## src/rtl/spi16_master_mode3_if.sv

```systemverilog
// Register-controller <-> SPI master bundle, including the serial pins toward the accelerometer.
interface spi16_master_mode3_if;
    logic [15:0] data_in_16bit;
    logic        start;
    logic        MISO;
    logic        busy;
    logic [15:0] data_out_16bit;
    logic        CS;
    logic        MOSI;
    logic        SCLK;

    modport master (
        input  data_in_16bit, start, MISO,
        output busy, data_out_16bit, CS, MOSI, SCLK
    );

    modport slave (
        output data_in_16bit, start, MISO,
        input  busy, data_out_16bit, CS, MOSI, SCLK
    );
endinterface

```

## src/rtl/spi16_master_mode3.sv

```systemverilog
// SPI mode-3 master: one 16-bit full-duplex word per transaction, sent as two bytes
// with a widened SCLK-high gap between them. All outputs come straight from flops.
module spi16_master_mode3 #(
    parameter int CLK_DIV  = 11,
    parameter int BYTE_GAP = 8
) (
    input  logic                  clk,
    input  logic                  reset_n,
    spi16_master_mode3_if.master  bus
);
    localparam int MAX_CNT = (CLK_DIV > BYTE_GAP) ? CLK_DIV : BYTE_GAP;
    localparam int CNT_W   = $clog2(MAX_CNT + 1);
    localparam logic [CNT_W-1:0] HALF_LD = CNT_W'(CLK_DIV - 1);
    // A zero gap still costs one clock in GAP; the byte boundary is never seamless.
    localparam logic [CNT_W-1:0] GAP_LD  = CNT_W'((BYTE_GAP > 0) ? BYTE_GAP - 1 : 0);

    typedef enum logic [2:0] {IDLE, SETUP, LOW, HIGH, GAP, HOLD} state_t;

    state_t           state;
    logic [CNT_W-1:0] cnt;
    logic [3:0]       bit_cnt;
    logic [15:0]      tx_sr;
    logic [15:0]      rx_sr;
    logic             busy_r;
    logic             cs_r;
    logic             mosi_r;
    logic             sclk_r;
    logic [15:0]      dout_r;

    assign bus.busy           = busy_r;
    assign bus.CS             = cs_r;
    assign bus.MOSI           = mosi_r;
    assign bus.SCLK           = sclk_r;
    assign bus.data_out_16bit = dout_r;

    // The port keeps its legacy name but is an active-high asynchronous reset.
    always_ff @(posedge clk or posedge reset_n) begin
        if (reset_n) begin
            state   <= IDLE;
            cnt     <= '0;
            bit_cnt <= '0;
            tx_sr   <= '0;
            rx_sr   <= '0;
            busy_r  <= 1'b0;
            cs_r    <= 1'b1;
            mosi_r  <= 1'b0;
            sclk_r  <= 1'b1;
            dout_r  <= '0;
        end else begin
            case (state)
                IDLE: begin
                    if (bus.start) begin
                        tx_sr   <= bus.data_in_16bit;
                        rx_sr   <= '0;
                        bit_cnt <= '0;
                        cnt     <= HALF_LD;
                        busy_r  <= 1'b1;
                        cs_r    <= 1'b0;
                        mosi_r  <= bus.data_in_16bit[15];
                        state   <= SETUP;
                    end
                end
                SETUP: begin
                    if (cnt == '0) begin
                        cnt    <= HALF_LD;
                        sclk_r <= 1'b0;
                        state  <= LOW;
                    end else begin
                        cnt <= cnt - 1'b1;
                    end
                end
                LOW: begin
                    // The rising SCLK edge and the MISO sample share this clock edge.
                    if (cnt == '0) begin
                        cnt    <= HALF_LD;
                        sclk_r <= 1'b1;
                        rx_sr  <= {rx_sr[14:0], bus.MISO};
                        state  <= HIGH;
                    end else begin
                        cnt <= cnt - 1'b1;
                    end
                end
                HIGH: begin
                    if (cnt == '0) begin
                        if (bit_cnt == 4'd7) begin
                            cnt   <= GAP_LD;
                            state <= GAP;
                        end else if (bit_cnt == 4'd15) begin
                            cnt   <= HALF_LD;
                            state <= HOLD;
                        end else begin
                            cnt     <= HALF_LD;
                            bit_cnt <= bit_cnt + 4'd1;
                            tx_sr   <= {tx_sr[14:0], 1'b0};
                            mosi_r  <= tx_sr[14];
                            sclk_r  <= 1'b0;
                            state   <= LOW;
                        end
                    end else begin
                        cnt <= cnt - 1'b1;
                    end
                end
                GAP: begin
                    if (cnt == '0) begin
                        cnt     <= HALF_LD;
                        bit_cnt <= bit_cnt + 4'd1;
                        tx_sr   <= {tx_sr[14:0], 1'b0};
                        mosi_r  <= tx_sr[14];
                        sclk_r  <= 1'b0;
                        state   <= LOW;
                    end else begin
                        cnt <= cnt - 1'b1;
                    end
                end
                HOLD: begin
                    if (cnt == '0) begin
                        cs_r   <= 1'b1;
                        mosi_r <= 1'b0;
                        busy_r <= 1'b0;
                        dout_r <= rx_sr;
                        state  <= IDLE;
                    end else begin
                        cnt <= cnt - 1'b1;
                    end
                end
                default: state <= IDLE;
            endcase
        end
    end
endmodule

```

## src/flat_wrapper.sv

```systemverilog
// flat-port wrapper written by rule: the top's interface ports become plain ports
module spi16_master_mode3_flat 
#(
    parameter int CLK_DIV  = 11,
    parameter int BYTE_GAP = 8
)
  (clk, reset_n, bus_data_in_16bit, bus_start, bus_MISO, bus_busy, bus_data_out_16bit, bus_CS, bus_MOSI, bus_SCLK);
  spi16_master_mode3_if bus_i ();
  input  logic clk;
  input  logic reset_n;
  input wire logic [$bits(bus_i.data_in_16bit)-1:0] bus_data_in_16bit;
  input wire logic [$bits(bus_i.start)-1:0] bus_start;
  input wire logic [$bits(bus_i.MISO)-1:0] bus_MISO;
  output wire logic [$bits(bus_i.busy)-1:0] bus_busy;
  output wire logic [$bits(bus_i.data_out_16bit)-1:0] bus_data_out_16bit;
  output wire logic [$bits(bus_i.CS)-1:0] bus_CS;
  output wire logic [$bits(bus_i.MOSI)-1:0] bus_MOSI;
  output wire logic [$bits(bus_i.SCLK)-1:0] bus_SCLK;
  assign bus_i.data_in_16bit = bus_data_in_16bit;
  assign bus_i.start = bus_start;
  assign bus_i.MISO = bus_MISO;
  assign bus_busy = bus_i.busy;
  assign bus_data_out_16bit = bus_i.data_out_16bit;
  assign bus_CS = bus_i.CS;
  assign bus_MOSI = bus_i.MOSI;
  assign bus_SCLK = bus_i.SCLK;
  spi16_master_mode3 #(.CLK_DIV(CLK_DIV), .BYTE_GAP(BYTE_GAP)) u_core (.clk(clk), .reset_n(reset_n), .bus(bus_i));
endmodule
```

## config.mk

```make
export PLATFORM = sky130hd
export DESIGN_NAME = spi16_master_mode3_flat
export DESIGN_NICKNAME = d
export VERILOG_FILES = /design/src/rtl/spi16_master_mode3_if.sv /design/src/rtl/spi16_master_mode3.sv /design/src/flat_wrapper.sv
export SDC_FILE = /design/constraint.sdc
export NUM_CORES = 1
export LEC_CHECK = 0
export BUFFER_PORTS_ARGS = -buffer_cell sky130_fd_sc_hd__buf_2
export CAP_MARGIN = 20
export CORE_MARGIN = 2
export CORE_UTILIZATION = 60
export CTS_CLUSTER_DIAMETER = 150
export DETAILED_ROUTE_END_ITERATION = 10
export PLACE_DENSITY = 0.82
export SLEW_MARGIN = 20
export SYNTH_ARGS = -nofsm -noshare
export SYNTH_HDL_FRONTEND = slang
export SYNTH_SLANG_ARGS = --single-unit
```

## constraint.sdc

```tcl
create_clock -name clk -period 6 [get_ports clk]
set_input_delay 0.6 -clock clk [delete_from_list [all_inputs] [get_ports clk]]
set_output_delay 0.6 -clock clk [all_outputs]
set_load 0.005 [all_outputs]
```

==> results_dict.tcl, run 1 <==
set metrics [dict create \
    run_status "completed" \
    skew_ps 11.0 \
    num_rows 26 \
    timing_worst_setup_path_type "reg -> reg" \
    cellInternalPower_uw 599 \
    count_of_cells_resized_by_post_cts_repair 0 \
    finalNetCount 329 \
    finalWorstPathRequiredPeriod_ps 2390 \
    cts_tree "done" \
    cell_leakage_power_uw 0.00161 \
    mostFrequentLayoutCells "60 x sky130_fd_sc_hd__dfrtp_1, 43 x sky130_fd_sc_hd__nand2_1, 39 x sky130_fd_sc_hd__buf_2" \
    max_stage_delay_ps 730 \
    die_w_um 75.6 \
    drc 0 \
    floorplan.initialDensity_pct 61.0 \
    dpl.hpwl_um 3800 \
    power_frac_clock_pct 41.6 \
    wl_per_cell_um 14.6 \
    met3_wirelength_um 221 \
    route.vias.total 2149 \
    firstDrtPassIters 4 \
    syn_area_per_cell_um2 11.4 \
    cts.reportedPaths.clkPinSlew_ps 80 \
    timing.setup.tns_ps 0 \
    met2_wirelength_um 2740 \
    postSynth.asyncResetShare_pct 100 \
    ff2ff_path_depth 4 \
    report.final.setup_viol 0 \
    grt_start_max_net_pins 63 \
    worstSetupEndpointType "flop" \
    crit_arrival_ps 2600 \
    worst_r2r_src "u_core.state[1]$_DFFE_PP0P_" \
    mapped_nets 292 \
    holdBufCountCts 0 \
    grt_antenna_before_repair 0 \
    crit_start "u_core.state[1]$_DFFE_PP0P_" \
    critical_path.slowest_cell "sky130_fd_sc_hd__dfrtp_1" \
    tritoncts.num_buffers 9 \
    vias_per_cell 5.64 \
    irDropWorstVdd_uv 184 \
    power.switching_fraction_pct 23.0 \
    slew_headroom_pct 30.9 \
    worst_path_maximum_fanout 21 \
    final_core_util_pct 68.5 \
    regToRegSetupSlack_ps 3610 \
    cts_root_buf "sky130_fd_sc_hd__clkbuf_8" \
    core_box_area_um2 5040 \
    startpoint_type "flop" \
    final_max_slew_violation_count 0 \
    mappedNetlistArea_um2 3080 \
    hold_crit_path_type "in -> async" \
    share_of_synthesized_area_occupied_by_flip_flops_and_latches_pct 50.5 \
    first_iter_violations 146 \
    highest_layer "met4" \
    ctsLongestPathBuffers 2 \
    design.portCount 40 \
    gp_routability_congestion 0.912 \
    r2r-end "u_core.tx_sr[12]$_DFFE_PP0P_" \
    areaGrowthSynthToFinish_pct 12.3 \
    clk-insertion-delay-late_ps 340 \
    post_synth_inst_count 269 \
    drt-met1-wl_um 2490 \
    number_of_enable_flip_flop_cells_after_synthesis 0 \
    synth.distinct_cells 53 \
    clock-sinks 62 \
    share_seq_of_total_power_pct 54.9 \
    grt.overflow.total 0 \
    layout_commonest_cell "sky130_fd_sc_hd__dfrtp_1" \
    comb_power_share_pct 3.6 \
    max_freq_ghz 0.419 \
    post_route_cells_drive_above_1_share_pct 30.5 \
    hold_viol_final 0 \
    via_count_of_the_first_global_routing_pass 2073 \
    global_router_s_overall_resource_usage_pct 22.3 \
    buffer_ports.inserted 39 \
    route.final.wire_length_um 5550 \
    rsz_0062_raised_after_global_routing "false" \
    drv.max_cap_violation_count 0 \
    postSynth.topFlopCell "sky130_fd_sc_hd__dfrtp_1" \
    synth_seq_cells 62 \
    detail-route-antenna-nets 0 \
    postCtsSetupBuffers 0 \
    cts_htree_levels 3 \
    cp_data_required_time_ps 6220 \
    grt_pass1_wl_um 9400 \
    timing_worst_slew_pin_value_ps 1040 \
    ys.warnings.count 0 \
    die_area_um2 5720 \
    diodes 0 \
    cp_cell_sequence "nand2_1 > mux2i_4 > mux2_1 > mux2_2" \
    net-switching-power_uw 179 \
    layout_worst_path_cycle_share_pct 39.8 \
    power_per_cell_area_nw_per_um2 225 \
    die_height_um 75.6 \
]
metal layers:
layer	vias to the layer above	global-route usage, %
met5	-	0
met4	0	8.38
met3	9	7.80
met2	58	34.7
met1	1044	28.9
li1	1038	-
state kept, by name, indices dropped and copies added (netlist names):
signal	flops
u_core.bus.SCLK	1
u_core.bus.data_out_16bit	16
u_core.state	3
u_core.rx_sr	16
u_core.bus.busy	1
u_core.bus.CS	1
u_core.bus.MOSI	1
u_core.tx_sr	15
u_core.bit_cnt	4
u_core.cnt	4
cell type report:
| type | instances | area [um^2] |
|---|---|---|
| Multi-Input combinational cell | 185 | 1400 |
| Clock inverter | 5 | 35.0 |
| Inverter | 8 | 30.0 |
| Fill cell | 370 | 1590 |
| Timing Repair Buffer | 40 | 203 |
| Tap cell | 70 | 87.6 |
| Clock buffer | 11 | 141 |
| Sequential cell | 62 | 1550 |
kinds of logic (layout without fill, tap and decap cells):
group	count (synthesis)	count (layout)	synth area share (%)
muxes	49	49	19.8
adders and majority gates	3	3	1.22
and+or+nand+nor	77	77	13.1
AOI/OAI and AO/OA	56	56	11.4
DFF	62	62	50.5
buffers and inverters	22	64	3.99
power by group through the flow:
stage | Combinational (uW) | Clock, uW | Sequential, uW
2_1_floorplan | 17.7 | 0 | 434
3_3_place_gp | 27.5 | 0 | 435
3_5_place_dp | 28.5 | 0 | 435
4_1_cts | 28.5 | 327 | 427
5_1_grt | 31.5 | 350 | 428
6_report | 27.7 | 324 | 427
per-stage QoR:
step / std cells / total power (uW) / cell area [um^2] / hold WS (ps) / setup slack, ps
5_1_grt: 381 / 809 / 3450 / 493 / 3420
2_1_floorplan: 269 / 452 / 3080 / 443 / 3860
3_3_place_gp: 365 / 462 / 3280 / 460 / 3700
4_1_cts: 381 / 783 / 3450 / 484 / 3620
3_5_place_dp: 365 / 464 / 3280 / 473 / 3620
6_report: 381 / 778 / 3450 / 465 / 3610
synth_stat cells (3+ instances only):
library cell               count  area, um^2
sky130_fd_sc_hd__a21oi_1      10        50.1
sky130_fd_sc_hd__a22oi_1       3        22.5
sky130_fd_sc_hd__buf_2         5        25.0
sky130_fd_sc_hd__clkbuf_1      5        18.8
sky130_fd_sc_hd__dfrtp_1      60        1500
sky130_fd_sc_hd__ha_1          3        37.5
sky130_fd_sc_hd__inv_1         8        30.0
sky130_fd_sc_hd__mux2_1       20         225
sky130_fd_sc_hd__mux2_2       13         146
sky130_fd_sc_hd__mux2_4       13         195
sky130_fd_sc_hd__nand2_1      43         161
sky130_fd_sc_hd__nor2_1       11        41.3
sky130_fd_sc_hd__o21ai_0      19        95.1
sky130_fd_sc_hd__o21ai_1       7        35.0
worst max path at each step:
stage,end,slack [ps],depth (start not counted)
floorplan,u_core.bit_cnt[0]$_DFFE_PP0P_,3860,1
global placement,u_core.tx_sr[13]$_DFFE_PP0P_,3700,3
detailed placement,u_core.tx_sr[12]$_DFFE_PP0P_,3620,4
CTS,u_core.tx_sr[12]$_DFFE_PP0P_,3620,4
global route,u_core.tx_sr[13]$_DFFE_PP0P_,3420,4
finish,u_core.tx_sr[12]$_DFFE_PP0P_,3610,4
worst max-delay path, delay by kind of cell, from the launching register on:
| family | cells | cell delay [ps] |
|---|---|---|
| flops | 1 | 730 |
| mux | 3 | 1280 |
| simple gates | 1 | 260 |
(Power assumes the default switching activity.)
==> inputs of run 2 (changes only) <==
--- a/config.mk
+++ b/config.mk
@@ -8,10 +8,10 @@
 export BUFFER_PORTS_ARGS = -buffer_cell sky130_fd_sc_hd__buf_2
 export CAP_MARGIN = 20
 export CORE_MARGIN = 2
-export CORE_UTILIZATION = 60
+export CORE_UTILIZATION = 52
 export CTS_CLUSTER_DIAMETER = 150
 export DETAILED_ROUTE_END_ITERATION = 10
-export PLACE_DENSITY = 0.82
+export PLACE_DENSITY = 0.76
 export SLEW_MARGIN = 20
 export SYNTH_ARGS = -nofsm -noshare
 export SYNTH_HDL_FRONTEND = slang
==> constraint.sdc (replaced) <==
create_clock -name clk -period 1.94 [get_ports clk]
set_input_delay 0.194 -clock clk [delete_from_list [all_inputs] [get_ports clk]]
set_output_delay 0.194 -clock clk [all_outputs]
set_load 0.005 [all_outputs]
==> run 2 against run 1 <==
Hold slack got worse by 400 ps. Clock-buffer cell count decreased by 2. Register-to-register slack got worse by 3500 ps. Final cell count increased by 6.8%. Via count increased by 3.4%. Power increased to 3.5 times the previous value. Sequential share of layout area decreased by 3.5 points. Largest power group unchanged.
==> results_dict.tcl, run 2 (synthesis gave the netlist of run 1 again) <==
set metrics [dict create \
    groute.layer.met1.usage_pct 25.1 \
    finalWorstPathRequiredPeriod_ps 1840 \
    die_w_um 80.9 \
    floorplan.initialDensity_pct 52.9 \
    detailedPlace.worstSlack_ps -117 \
    startpoint_type "flop" \
    worst_r2r_src "u_core.state[1]$_DFFE_PP0P_" \
    grtUsageMet3_pct 6.78 \
    cp_data_required_time_ps 2180 \
    r2r-end "u_core.bit_cnt[2]$_DFFE_PP0P_" \
    clk-insertion-delay-late_ps 350 \
    skew_ps 10.6 \
    grt.overflow.total 0 \
    layout_worst_path_cycle_share_pct 95.0 \
    power_per_cell_area_nw_per_um2 723 \
    via_count_of_the_first_global_routing_pass 2153 \
    cell_leakage_power_uw 0.00175 \
    drc 0 \
    report.final.setup_viol 0 \
    finalNetCount 350 \
    grt_pass1_wl_um 9770 \
    die_area_um2 6550 \
    post-route-worst-setup-slack_ps 97.6 \
    route.vias.total 2222 \
    vias_per_cell 5.46 \
    gp_routability_congestion 0.896 \
    max_freq_ghz 0.543 \
    die_height_um 80.9 \
    first_iter_violations 144 \
    firstDrtPassIters 4 \
    fin_total_pwr_uw 2710 \
    tritoncts.num_buffers 9 \
    cts_tree "done" \
    final_max_slew_violation_count 0 \
    grt_antenna_before_repair 0 \
    worst_path_maximum_fanout 20 \
    timing_worst_setup_path_type "reg -> reg" \
    timing_worst_slew_pin_value_ps 636 \
    final_core_util_pct 64.4 \
    capture_point_of_the_critical_path "u_core.bit_cnt[2]$_DFFE_PP0P_" \
    clock-sinks 62 \
    mostFrequentLayoutCells "60 x sky130_fd_sc_hd__dfrtp_1, 43 x sky130_fd_sc_hd__nand2_1, 39 x sky130_fd_sc_hd__buf_2" \
    post_route_cells_drive_above_1_share_pct 36.7 \
    rsz_0062_raised_after_global_routing "false" \
    grt_start_max_net_pins 63 \
    run_status "completed" \
    diodes 0 \
    dpl.hpwl_um 4010 \
    ctsLongestPathBuffers 2 \
    ff2ff_path_depth 6 \
    crit_arrival_ps 2080 \
    buffer_ports.inserted 39 \
    hold_crit_path_type "in -> reg" \
    irDropWorstVdd_uv 542 \
    design.portCount 40 \
    hold_viol_final 0 \
    cts_root_buf "sky130_fd_sc_hd__clkbuf_8" \
    busiest_layer "met2" \
    route.final.wire_length_um 5980 \
    cts.reportedPaths.clkPinSlew_ps 70 \
    layout_commonest_cell "sky130_fd_sc_hd__dfrtp_1" \
    cts_htree_levels 3 \
    areaGrowthSynthToFinish_pct 21.8 \
    crit_start "u_core.state[1]$_DFFE_PP0P_" \
    num_rows 28 \
    timing.setup.tns_ps 0 \
    regToRegSetupSlack_ps 100 \
    fill_cells 501 \
    wl_per_cell_um 14.7 \
    slew_headroom_pct 57.4 \
    drv.max_cap_violation_count 0 \
    core_box_area_um2 5820 \
    globalRouteMet2Util_pct 30.8 \
    detail-route-antenna-nets 0 \
    worstSetupEndpointType "flop" \
    global_router_s_overall_resource_usage_pct 20.1 \
]
-- run 2: changes by cell type in the layout (fill, tap and decap cells not counted), sizes merged --
cell and change:
inv +3, clkbuf -2, clkinvlp +1, dlygate4sd3 +1, bufinv +2, clkinv -4
buf +19, nand2 +1
-- run 2: worst min path at each step --
stage / start / slack [ps] / end / cells after the start
finish: bus_data_in_16bit[0] / 60 / u_core.tx_sr[0]$_DFFE_PP0P_ / 2
global route: bus_data_in_16bit[0] / 70 / u_core.tx_sr[0]$_DFFE_PP0P_ / 2
CTS: bus_data_in_16bit[0] / 60 / u_core.tx_sr[0]$_DFFE_PP0P_ / 2
detailed placement: reset_n / 280 / u_core.tx_sr[8]$_DFFE_PP0P_ / 3
global placement: reset_n / 280 / u_core.bus.data_out_16bit[0]$_DFFE_PP0P_ / 3
floorplan: bus_data_in_16bit[0] / 330 / u_core.tx_sr[0]$_DFFE_PP0P_ / 1
-- run 2: worst max-delay path: stages (launching register included) --
cell and delay [ps]:
sky130_fd_sc_hd__dfrtp_1 410, sky130_fd_sc_hd__buf_12 160, sky130_fd_sc_hd__nor4b_2 440, sky130_fd_sc_hd__a31oi_4 90
sky130_fd_sc_hd__buf_4 180, sky130_fd_sc_hd__a22o_1 240, sky130_fd_sc_hd__a32o_1 200
-- run 2: cell type report --
cell class,count,area (um^2),share of cell area [%]
Sequential cell,62,1550,41.5
Clock inverter,7,104,2.77
Multi-Input combinational cell,186,1450,38.6
Inverter,8,30.0,0.802
Tap cell,75,93.8,2.51
Clock buffer,9,124,3.31
Timing Repair Buffer,60,393,10.5
-- run 2: what timing repair did --
item,in CTS,in global routing
hold buffers,1,0
hold endpoints to repair,60,0
setup endpoints to repair,16,34
pin swaps,0,1
buffers inserted,0,2
cloned,0,1
resized for setup,1,7
-- run 2: routing by layer --
layer	share of wire, %	vias up
met5	0	-
met4	2.8	0
met3	4.8	16
met2	48	60
met1	45	1071
li1	-	1075
-- run 2: report_power, final --
part	internal (uW)	switching, uW
combinational	49.3	41.1
sequential	1310	10.5
clock	740	556
total	2100	608
-- run 2: metrics by stage --
stage / hold slack [ps] / cells / cell area [um^2]
6_report: 64.0 / 407 / 3750
5_1_grt: 71.1 / 407 / 3750
3_5_place_dp: 283 / 387 / 3450
3_3_place_gp: 284 / 387 / 3450
4_1_cts: 55.3 / 404 / 3690
2_1_floorplan: 327 / 269 / 3080
